## config.mk

```make
export PLATFORM = sky130hd
export DESIGN_NAME = vctcxo_dac_writer
export DESIGN_NICKNAME = d
export VERILOG_FILES = /design/src/rtl/vctcxo_dac_writer_pkg.sv /design/src/rtl/vctcxo_dac_writer_timer.sv /design/src/rtl/vctcxo_dac_writer.sv
export SDC_FILE = /design/constraint.sdc
export NUM_CORES = 1
export LEC_CHECK = 0
export CORE_ASPECT_RATIO = 1.2
export CORE_MARGIN = 4
export CORE_UTILIZATION = 44
export CTS_BUF_LIST = sky130_fd_sc_hd__clkbuf_8
export DETAILED_ROUTE_END_ITERATION = 7
export GPL_TIMING_DRIVEN = 0
export PLACE_DENSITY = 0.61
export SLEW_MARGIN = 25
export SYNTH_ARGS = -nofsm -noshare
export SYNTH_HDL_FRONTEND = slang
export SYNTH_SLANG_ARGS = --single-unit
```

## constraint.sdc

```tcl
create_clock -name clk -period 2 [get_ports clk]
set_input_delay 0.3 -clock clk [delete_from_list [all_inputs] [get_ports clk]]
set_output_delay 0.3 -clock clk [all_outputs]
set_load 0.05 [all_outputs]
```

## src/rtl/vctcxo_dac_writer_pkg.sv

```systemverilog
// ---------------------------------------------------------------------------
// vctcxo_dac_writer_pkg
// Shared definitions for the VCTCXO DAC writer: controller state encoding,
// serial frame geometry and the default DAC command nibble.
// No ports (package).
// ---------------------------------------------------------------------------
package vctcxo_dac_writer_pkg;

  typedef enum logic [2:0] {
    ST_IDLE,
    ST_LEAD,
    ST_SHIFT,
    ST_TRAIL,
    ST_GAP
  } dac_state_e;

  localparam int unsigned FRAME_W      = 24;
  localparam int unsigned HALF_PERIODS = 2 * FRAME_W;
  localparam logic [3:0]  DEFAULT_CMD  = 4'b0011;

  // Frame layout: command nibble, four don't-care zero bits, 16-bit code.
  function automatic logic [FRAME_W-1:0] build_frame(input logic [3:0]  cmd,
                                                     input logic [15:0] code);
    return {cmd, 4'b0000, code};
  endfunction

endpackage

```

## src/rtl/vctcxo_dac_writer_timer.sv

```systemverilog
// ---------------------------------------------------------------------------
// dac_spi_timer
// Loadable down-counter used for the SCLK half-periods and the inter-frame
// gap. After a load of N-1 the tick is high on the N-th cycle; the counter
// then rests at zero until the next load.
// Ports:
//   clk      - clock
//   rst      - synchronous active-high reset
//   load     - load load_val into the counter this edge
//   load_val - reload value (period minus one)
//   tick     - high while the counter sits at zero
// ---------------------------------------------------------------------------
module dac_spi_timer #(
  parameter int unsigned WIDTH = 8
) (
  input  logic             clk,
  input  logic             rst,
  input  logic             load,
  input  logic [WIDTH-1:0] load_val,
  output logic             tick
);

  logic [WIDTH-1:0] cnt_q;
  logic [WIDTH-1:0] cnt_d;

  // Decrement saturates at zero so an unserviced tick never wraps around.
  always_comb begin
    cnt_d = cnt_q;
    if (load) begin
      cnt_d = load_val;
    end else if (cnt_q != '0) begin
      cnt_d = cnt_q - WIDTH'(1);
    end
  end

  always_ff @(posedge clk) begin
    if (rst) begin
      cnt_q <= '0;
    end else begin
      cnt_q <= cnt_d;
    end
  end

  assign tick = (cnt_q == '0);

endmodule

```

## src/rtl/vctcxo_dac_writer.sv

```systemverilog
// ---------------------------------------------------------------------------
// vctcxo_dac_writer
// Serialises the discipline loop's 16-bit DAC code into a 24-bit SPI write
// frame whenever the code changes (and once after every reset). Updates that
// arrive while a frame or gap is in progress collapse into the value present
// when the writer becomes idle again.
// Ports:
//   clk    - 200 MHz loop clock
//   rst    - synchronous active-high reset
//   data   - requested DAC code, sampled every clk
//   sclk   - SPI serial clock (idles low)
//   mosi   - SPI serial data, MSB first
//   sync_n - active-low frame select
//   busy   - high in every state except IDLE
//   done   - one-cycle pulse as each frame completes
// ---------------------------------------------------------------------------
module vctcxo_dac_writer
  import vctcxo_dac_writer_pkg::*;
#(
  parameter int unsigned CLK_DIV = 4,
  parameter logic [3:0]  CMD     = DEFAULT_CMD,
  parameter int unsigned MIN_GAP = 16
) (
  input  logic        clk,
  input  logic        rst,
  input  logic [15:0] data,
  output logic        sclk,
  output logic        mosi,
  output logic        sync_n,
  output logic        busy,
  output logic        done
);

  localparam logic [7:0] DIV_LOAD = 8'(CLK_DIV - 1);
  localparam logic [7:0] GAP_LOAD = 8'(MIN_GAP - 1);
  localparam logic [5:0] LAST_HP  = 6'(HALF_PERIODS - 1);

  dac_state_e         state_q, state_d;
  logic [FRAME_W-1:0] shreg_q, shreg_d;
  logic [15:0]        last_sent_q, last_sent_d;
  logic               pending_q, pending_d;
  logic [5:0]         hp_cnt_q, hp_cnt_d;
  logic               sclk_q, sclk_d;
  logic               mosi_q, mosi_d;
  logic               sync_n_q, sync_n_d;
  logic               busy_q, busy_d;
  logic               done_q, done_d;

  logic               tmr_load;
  logic [7:0]         tmr_val;
  logic               tick;
  logic [FRAME_W-1:0] new_frame;

  assign new_frame = build_frame(CMD, data);

  dac_spi_timer #(.WIDTH(8)) u_timer (
    .clk      (clk),
    .rst      (rst),
    .load     (tmr_load),
    .load_val (tmr_val),
    .tick     (tick)
  );

  // Every non-idle state ends on a timer tick, and every tick either reloads
  // the timer or returns to IDLE, so a stale tick is never acted upon.
  always_comb begin
    state_d     = state_q;
    shreg_d     = shreg_q;
    last_sent_d = last_sent_q;
    pending_d   = pending_q;
    hp_cnt_d    = hp_cnt_q;
    sclk_d      = sclk_q;
    mosi_d      = mosi_q;
    sync_n_d    = sync_n_q;
    done_d      = 1'b0;
    tmr_load    = 1'b0;
    tmr_val     = DIV_LOAD;

    unique case (state_q)
      ST_IDLE: begin
        if ((data != last_sent_q) || pending_q) begin
          shreg_d     = new_frame;
          mosi_d      = new_frame[FRAME_W-1];
          last_sent_d = data;
          pending_d   = 1'b0;
          sync_n_d    = 1'b0;
          sclk_d      = 1'b0;
          hp_cnt_d    = '0;
          tmr_load    = 1'b1;
          state_d     = ST_LEAD;
        end
      end

      ST_LEAD: begin
        if (tick) begin
          tmr_load = 1'b1;
          state_d  = ST_SHIFT;
        end
      end

      ST_SHIFT: begin
        if (tick) begin
          tmr_load = 1'b1;
          if (hp_cnt_q == LAST_HP) begin
            sclk_d  = 1'b0;
            state_d = ST_TRAIL;
          end else begin
            hp_cnt_d = hp_cnt_q + 6'd1;
            sclk_d   = ~sclk_q;
            // Falling edge of sclk: present the next bit.
            if (sclk_q) begin
              shreg_d = {shreg_q[FRAME_W-2:0], 1'b0};
              mosi_d  = shreg_q[FRAME_W-2];
            end
          end
        end
      end

      ST_TRAIL: begin
        if (tick) begin
          tmr_load = 1'b1;
          tmr_val  = GAP_LOAD;
          sync_n_d = 1'b1;
          mosi_d   = 1'b0;
          done_d   = 1'b1;
          state_d  = ST_GAP;
        end
      end

      ST_GAP: begin
        if (tick) begin
          state_d = ST_IDLE;
        end
      end

      default: begin
        state_d = ST_IDLE;
      end
    endcase

    busy_d = (state_d != ST_IDLE);
  end

  always_ff @(posedge clk) begin
    if (rst) begin
      state_q     <= ST_IDLE;
      shreg_q     <= '0;
      last_sent_q <= 16'h0000;
      pending_q   <= 1'b1;
      hp_cnt_q    <= '0;
      sclk_q      <= 1'b0;
      mosi_q      <= 1'b0;
      sync_n_q    <= 1'b1;
      busy_q      <= 1'b0;
      done_q      <= 1'b0;
    end else begin
      state_q     <= state_d;
      shreg_q     <= shreg_d;
      last_sent_q <= last_sent_d;
      pending_q   <= pending_d;
      hp_cnt_q    <= hp_cnt_d;
      sclk_q      <= sclk_d;
      mosi_q      <= mosi_d;
      sync_n_q    <= sync_n_d;
      busy_q      <= busy_d;
      done_q      <= done_d;
    end
  end

  assign sclk   = sclk_q;
  assign mosi   = mosi_q;
  assign sync_n = sync_n_q;
  assign busy   = busy_q;
  assign done   = done_q;

endmodule

```

==> results.json, run 1 <==
{
  "placement_rows": 32,
  "tritoncts": "yes",
  "end_kind": "flip-flop",
  "critPathMaxStageDelay_ns": 0.34,
  "gate_count_post_synth": 316,
  "route.antenna.remaining_nets": 0,
  "ys_seq_elements": 62,
  "cts.sink_count": 62,
  "route.detailed.wl_per_inst_um": 16.2,
  "hpwl_dp_mm": 4.79,
  "maxSlewHeadroom": 0.499,
  "number_of_instances_in_the_placed_design": 422,
  "worst_reg2reg_endpoint": "last_sent_q[13]$_SDFFE_PP0P_",
  "clk_path_buf_depth": 2,
  "drt_pass1_iterations": 4,
  "synth_cell_types": 49,
  "worst_ir_drop_vdd_mv": 0.598,
  "timing.fmax_mhz": 496,
  "grt.total_usage": 0.175,
  "synth_common_cells": "62 x sky130_fd_sc_hd__dfxtp_1, 31 x sky130_fd_sc_hd__mux2i_1, 30 x sky130_fd_sc_hd__nor2_1, 19 x sky130_fd_sc_hd__a21oi_1, 19 x sky130_fd_sc_hd__xor2_1",
  "synthFlopType": "sky130_fd_sc_hd__dfxtp_1",
  "timing.critical_path.from": "last_sent_q[1]$_SDFFE_PP0P_",
  "fin_crit_sh": 1.01,
  "drv_cap": 0,
  "num_io_pins": 23,
  "rsz_0062_raised_after_global_routing": "yes",
  "timing.final.setup_violations": 1,
  "syn-mean-instance-area_sq_um": 9.64,
  "period_needed_ns": 2.02,
  "globalRoute.totalOverflow": 0,
  "hold_path_class": "input pin to flip-flop",
  "timing.critical_path.required_ns": 2.21,
  "antenna_violations_before_repair": 0,
  "setup_slack_ns": -0.0153,
  "synth.top_cell.area_share": 0.407,
  "regToRegSetupSlack_ns": -0.02,
  "violated_checks": "setup timing",
  "worstHoldPathCells": 3,
  "clock_tree.htree_level_count": 3,
  "synth_area_sq_mm": 0.00305,
  "finalNetCount": 385,
  "timing.final.hold_violations": 0,
  "vias_per_cell": 5.47,
  "routabilityCongestion": 0.775,
  "final_layout_size_suffix_gt1_frac": 0.285,
  "worstRegToRegCells": 9,
  "post_synth_main_area_contributors": "sky130_fd_sc_hd__dfxtp_1 41%, sky130_fd_sc_hd__mux2i_1 10%, sky130_fd_sc_hd__a211oi_2 6.2%, sky130_fd_sc_hd__xor2_1 5.5%, sky130_fd_sc_hd__nor2_1 3.7%",
  "port-buffer-count": 21,
  "crit_fanout": 5,
  "skew_ns": 0.00693,
  "synthMostInstantiatedCell": "sky130_fd_sc_hd__dfxtp_1",
  "power_per_cell_area_mw_per_mm2": 1160,
  "grt_start_max_net_pins": 12,
  "leakage_power_of_the_design_nw": 1.50,
  "root_buffer_master": "sky130_fd_sc_hd__clkbuf_8",
  "syn2layout_area_growth_pct": 32.7,
  "final-instance-count-excl-fill": 454,
  "cp-endpoint": "last_sent_q[13]$_SDFFE_PP0P_",
  "vias_in_the_first_global_route": 2377,
  "final-max-slew-violation-count": 0,
  "cts_hold_repair.buffers": 0,
  "fillerInstances": 594,
  "ys.warnings.count": 0,
  "reg2reg_from": "last_sent_q[1]$_SDFFE_PP0P_",
  "setup-tns-final_ns": -0.0153,
  "tightest_slew_ns": 0.751,
  "die_area_sq_mm": 0.00833,
  "share_of_the_yosys_chip_area_belonging_to_registers": 0.407,
  "totalWireLength_mm": 7.37,
  "path_clk_slew_ns": 0.07,
  "remaining_drc_errors": 0,
  "timing.critical_path.from_type": "flip-flop",
  "ff_latch_area_sq_mm": 0.00124,
  "grt_pass1_wl_mm": 11.6,
  "clk-insertion-delay-late_ns": 0.34,
  "detailroute.via_count": 2484,
  "drt_iter0_drc": 100,
  "chipHeight_um": 99.2,
  "start_util": 0.464,
  "arrival_time_of_the_worst_setup_path_ns": 2.23,
  "outcome": "finished with violations",
  "yosysTopAreaCell": "sky130_fd_sc_hd__dfxtp_1",
  "area_used_by_multi_input_combinational_logic_sq_mm": 0.00190,
  "post-layout-total-power_mw": 4.68,
  "kind_of_critical_path": "flip-flop to flip-flop",
  "synth-edff-count": 0,
  "timing.critical_path.slowest_stage_cell": "sky130_fd_sc_hd__dfxtp_2",
  "antenna_cells_inserted": 0,
  "core_region_area_sq_mm": 0.00657,
  "path_cells": "xor2_2 > nor4_4 > nand3_2 > buf_6 > o21ai_4 > buf_4 > buf_8 > mux2i_1 > nor2_1",
  "asyncSetResetFlopFracSynth": 0,
  "numCtsBuffers": 9,
  "synth_nets": 337,
  "fp.dieW_um": 84.0
}
## cell families (layout without fill, tap and decap cells)
family / after synthesis / count (layout) / synth area share
and+or+nand+nor: 92 / 92 / 0.156
AOI/OAI and AO/OA: 76 / 76 / 0.208
DFF: 62 / 62 / 0.407
muxes: 31 / 31 / 0.102
buffers and inverters: 29 / 82 / 0.0480
xor gates and xnor gates: 23 / 23 / 0.0661
adders and majority gates: 3 / 3 / 0.0123
## power by group
part	internal (mW)	switching, mW	leakage [nW]
Sequential	1.44	0.169	0.512
Combinational	0.905	1.05	0.886
Clock	0.604	0.506	0.102
Total	2.95	1.73	1.50
## critical path: cells and delay by family, from the launching register on
kind	cells	cell delay, ns
compound gates	1	0.17
xor+xnor	1	0.18
buf+inv	3	0.44
flops	1	0.34
mux	1	0.21
simple gates	3	0.54
## sequential cells by signal, summed over array words and instances (netlist names)
register and cells:
mosi 1, pending_q 1, busy 1, sclk 1
done 1, sync_n 1, last_sent_q 16, hp_cnt_q 6
state_q 3, shreg_q 23, u_timer.cnt_q 8
## how the worst min path moves through the flow
stage                                      startpoint  slack, ns                           end
after floorplan                               data[5]       0.44   last_sent_q[5]$_SDFFE_PP0P_
after global placement    last_sent_q[0]$_SDFFE_PP0P_       0.46   last_sent_q[0]$_SDFFE_PP0P_
after detailed placement            mosi$_SDFFE_PP0P_       0.46             mosi$_SDFFE_PP0P_
after CTS                                     data[6]       0.39   last_sent_q[6]$_SDFFE_PP0P_
after global routing                         data[11]       0.33  last_sent_q[11]$_SDFFE_PP0P_
final                                        data[11]       0.30  last_sent_q[11]$_SDFFE_PP0P_
## per-layer routing
metal	part of all wire	GRT usage	vias to the layer above
met5	0	0	-
met4	0.034	0.115	0
met3	0.039	0.0365	20
met2	0.49	0.291	42
met1	0.43	0.205	1188
li1	-	-	1234
## final cells by class
type / instances / area share
Multi-Input combinational cell: 225 / 0.470
Clock inverter: 6 / 0.0152
Buffer: 19 / 0.0340
Tap cell: 85 / 0.0263
Timing Repair Buffer: 38 / 0.104
Inverter: 9 / 0.00835
Clock buffer: 10 / 0.0340
Sequential cell: 62 / 0.308
## cells in the final DEF (no fill, tap or decap), types with 3 or more instances in the layout
cell / synthesis / layout
sky130_fd_sc_hd__mux2i_1: 31 / 30
sky130_fd_sc_hd__xor2_1: 19 / 17
sky130_fd_sc_hd__clkinv_2: 0 / 3
sky130_fd_sc_hd__nor2_4: 0 / 4
sky130_fd_sc_hd__a21oi_4: 0 / 10
sky130_fd_sc_hd__a21oi_1: 19 / 18
sky130_fd_sc_hd__clkbuf_8: 0 / 10
sky130_fd_sc_hd__clkbuf_1: 11 / 9
sky130_fd_sc_hd__clkdlybuf4s50_1: 0 / 11
sky130_fd_sc_hd__dfxtp_2: 0 / 3
sky130_fd_sc_hd__o21ai_0: 10 / 10
sky130_fd_sc_hd__dlygate4sd2_1: 0 / 6
sky130_fd_sc_hd__buf_4: 1 / 8
sky130_fd_sc_hd__dlymetal6s2s_1: 0 / 4
sky130_fd_sc_hd__nor3_1: 12 / 9
sky130_fd_sc_hd__inv_1: 8 / 8
sky130_fd_sc_hd__buf_6: 4 / 8
sky130_fd_sc_hd__dfxtp_1: 62 / 59
sky130_fd_sc_hd__a211oi_2: 15 / 15
sky130_fd_sc_hd__nor4_4: 1 / 3
sky130_fd_sc_hd__nor2_1: 30 / 28
sky130_fd_sc_hd__nand3_1: 10 / 8
sky130_fd_sc_hd__xnor2_1: 4 / 4
sky130_fd_sc_hd__buf_8: 0 / 3
sky130_fd_sc_hd__ha_1: 3 / 3
sky130_fd_sc_hd__nor3_2: 0 / 3
sky130_fd_sc_hd__nand2_1: 17 / 16
## metrics by stage
step	instance area (sq um)	hold WS [ns]	util	setup slack (ns)
detailed placement	3360	0.464	0.512	-0.495
floorplan	3050	0.436	-	0.199
finish	4040	0.302	0.616	-0.0153
global placement	3360	0.457	0.512	-0.496
CTS	3720	0.390	0.566	-0.0687
global route	4040	0.330	0.616	-0.145
## repair_timing
action                     in CTS  in global routing
pin swaps                      10                 34
setup endpoints to repair      44                 53
gates cloned                    2                  2
buffers inserted                6                  7
gates resized for setup        25                 52
(Power assumes the default switching activity.)
==> run 2, diff against run 1 <==
- SETUP_SLACK_MARGIN: unset -> 0.5
- SLEW_MARGIN: 25 -> unset
==> run 2 against run 1 <==
  * The flow now finishes without violations
  * Worst hold slack improved by 0.11 ns
  * Final cell count rose by 1.1%
  * Critical path type is now input pin to flip-flop
  * Flip-flop and latch count did not move
  * Total power fell by 2.9%
  * Sequential share of layout area fell by 0.15 points
  * Global-route usage rose by 0.61 points
  * Die area did not move
  * Clock skew rose by 0.0047 ns
  * Largest cell class unchanged
  * Combinational power rose by 3%
  * Critical path depth fell by 1
==> results.json, run 2 (synthesis results as in run 1) <==
{
  "hpwl_dp_mm": 4.94,
  "fillerInstances": 569,
  "timing.critical_path.required_ns": 2.20,
  "timing.final.hold_violations": 0,
  "path_cells": "clkdlybuf4s50_1 > xor2_1 > nor4_4 > nand3_4 > o31a_4 > clkbuf_16 > a21oi_2 > a211oi_2",
  "ff_latch_area_sq_mm": 0.00125,
  "path_clk_slew_ns": 0.07,
  "outcome": "complete, no violations",
  "routabilityCongestion": 0.776,
  "timing.final.setup_violations": 0,
  "route.antenna.remaining_nets": 0,
  "global_route.peak_usage_layer": "met2",
  "clock_tree.htree_level_count": 3,
  "period_needed_ns": 1.96,
  "numCtsBuffers": 9,
  "arrival_time_of_the_worst_setup_path_ns": 2.16,
  "worst_ir_drop_vdd_mv": 0.534,
  "antenna_cells_inserted": 0,
  "timing.fmax_mhz": 511,
  "biggestRegsByFlops": "shreg_q (23), last_sent_q (16), u_timer.cnt_q (8)",
  "final-instance-count-excl-fill": 459,
  "grt_pass1_wl_mm": 12.0,
  "leakage_power_of_the_design_nw": 1.48,
  "fp.dieW_um": 84.0,
  "vias_per_cell": 5.47,
  "clk_path_buf_depth": 2,
  "finalNetCount": 391,
  "placement.setup.worst_slack_ns": -0.482,
  "rsz_0062_raised_after_global_routing": "yes",
  "cts.sink_count": 62,
  "drv_cap": 0,
  "maxSlewHeadroom": 0.353,
  "totalWireLength_mm": 7.27,
  "area_used_by_multi_input_combinational_logic_sq_mm": 0.00194,
  "cpLargestDelayFamily": "buffers and inverters",
  "fin_area_sq_mm": 0.00407,
  "timing.critical_path.slowest_stage_cell": "sky130_fd_sc_hd__clkdlybuf4s50_1",
  "drt_pass1_iterations": 4,
  "tritoncts": "yes",
  "timing.critical_path.from_type": "input pin",
  "fin_crit_sh": 0.979,
  "skew_ns": 0.0116,
  "hold_path_class": "input pin to flip-flop",
  "num_io_pins": 23,
  "root_buffer_master": "sky130_fd_sc_hd__clkbuf_8",
  "clk-insertion-delay-late_ns": 0.34,
  "kind_of_critical_path": "input pin to flip-flop",
  "chipHeight_um": 99.2,
  "groute.layer.met2.usage": 0.323,
  "layout.cells.most_common_list": "58 x sky130_fd_sc_hd__dfxtp_1, 31 x sky130_fd_sc_hd__mux2i_1, 23 x sky130_fd_sc_hd__nor2_1",
  "number_of_instances_in_the_placed_design": 422,
  "cts_hold_repair.buffers": 0,
  "remaining_drc_errors": 0,
  "drt_iter0_drc": 72,
  "end_kind": "flip-flop",
  "final_layout_size_suffix_gt1_frac": 0.353,
  "antenna_violations_before_repair": 0,
  "route.detailed.wl_per_inst_um": 15.8,
  "layout_commonest_cell": "sky130_fd_sc_hd__dfxtp_1",
  "grt.total_usage": 0.182,
  "largest_register_ff_count": 23,
  "placement_rows": 32,
  "critPathMaxStageDelay_ns": 0.48,
  "crit_buf_inv": 2,
  "globalRoute.totalOverflow": 0,
  "grt_start_max_net_pins": 11,
  "vias_in_the_first_global_route": 2427,
  "largest-register": "shreg_q",
  "die_area_sq_mm": 0.00833,
  "final-max-slew-violation-count": 0,
  "syn2layout_area_growth_pct": 33.5,
  "crit_fanout": 7,
  "global_route.usage.met3": 0.0381,
  "detailroute.via_count": 2509,
  "setup_slack_ns": 0.0416,
  "core_region_area_sq_mm": 0.00657,
  "port-buffer-count": 21,
  "met1_usage": 0.205,
  "start_util": 0.464,
  "power_per_cell_area_mw_per_mm2": 1120,
  "tightest_slew_ns": 0.971,
  "timing.hold.ws_ns": 0.412,
  "placement.cell_area_sq_mm": 0.00346
}
-- run 2: changes by cell type in the layout (fill, tap and decap cells not counted), moves of 4 or more --
cell                              before  now
sky130_fd_sc_hd__buf_4                 8   16
sky130_fd_sc_hd__dlymetal6s2s_1        4    0
sky130_fd_sc_hd__clkdlybuf4s50_1      11    7
sky130_fd_sc_hd__a21oi_4              10    5
sky130_fd_sc_hd__nor2_1               28   23
sky130_fd_sc_hd__nand3_1               8    3
sky130_fd_sc_hd__nand3_2               2    7
sky130_fd_sc_hd__a21oi_2               1    9
-- run 2: worst register-to-register path, delay by kind of cell (launching register included) --
kind / cells / cell delay [ns]
AO/OA/AOI/OAI: 3 / 0.59
XOR/XNOR: 1 / 0.19
buffers and inverters: 1 / 0.19
flip-flops: 1 / 0.32
AND/OR/NAND/NOR: 2 / 0.54
-- run 2: worst paths after layout --
| path | slack [ns] | depth (start not counted) | end | start |
|---|---|---|---|---|
| setup / recovery | 0.04 | 8 | shreg_q[14]$_SDFFE_PP0P_ | data[13] |
| hold / removal | 0.41 | 3 | last_sent_q[8]$_SDFFE_PP0P_ | data[8] |
| setup reg to reg | 0.04 | 7 | shreg_q[14]$_SDFFE_PP0P_ | last_sent_q[11]$_SDFFE_PP0P_ |
| hold reg to reg | 0.47 | 2 | mosi$_SDFFE_PP0P_ | mosi$_SDFFE_PP0P_ |
-- run 2: final cells by class --
type | count | share of cell area
clock inverters | 6 | 0.00800
multi-input cells | 225 | 0.477
well taps | 85 | 0.0261
flip-flops and latches | 62 | 0.306
repair buffers | 43 | 0.100
clock buffers | 9 | 0.0305
plain buffers | 20 | 0.0440
inverters | 9 | 0.00831
-- run 2: per-layer routing --
| layer | share of wire | routed length, um |
|---|---|---|
| met1 | 0.42 | 3060 |
| met2 | 0.52 | 3780 |
| met3 | 0.033 | 238 |
| met4 | 0.026 | 192 |
| met5 | 0 | 0 |
-- run 2: per-stage QoR --
step	power, mW	TNS, ns	utilization
floorplan	2.82	0	-
global placement	3.13	-20.45	0.526
detailed placement	3.15	-20.32	0.526
CTS	4.38	0	0.591
global route	4.82	-0.863	0.619
finish	4.54	0	0.619
-- run 2: where the power goes --
part	total (mW)	internal, mW	switching, mW
sequential	1.61	1.45	0.160
clock	0.914	0.428	0.486
combinational	2.02	0.973	1.05
total	4.54	2.85	1.70
-- run 2: repair_timing --
action	4_1_cts	5_1_grt
cloned	2	1
endpoints found under the setup margin	65	65
setup buffers	12	7
pin swaps	11	3
resized for setup	55	37
endpoints found under the hold margin	0	0
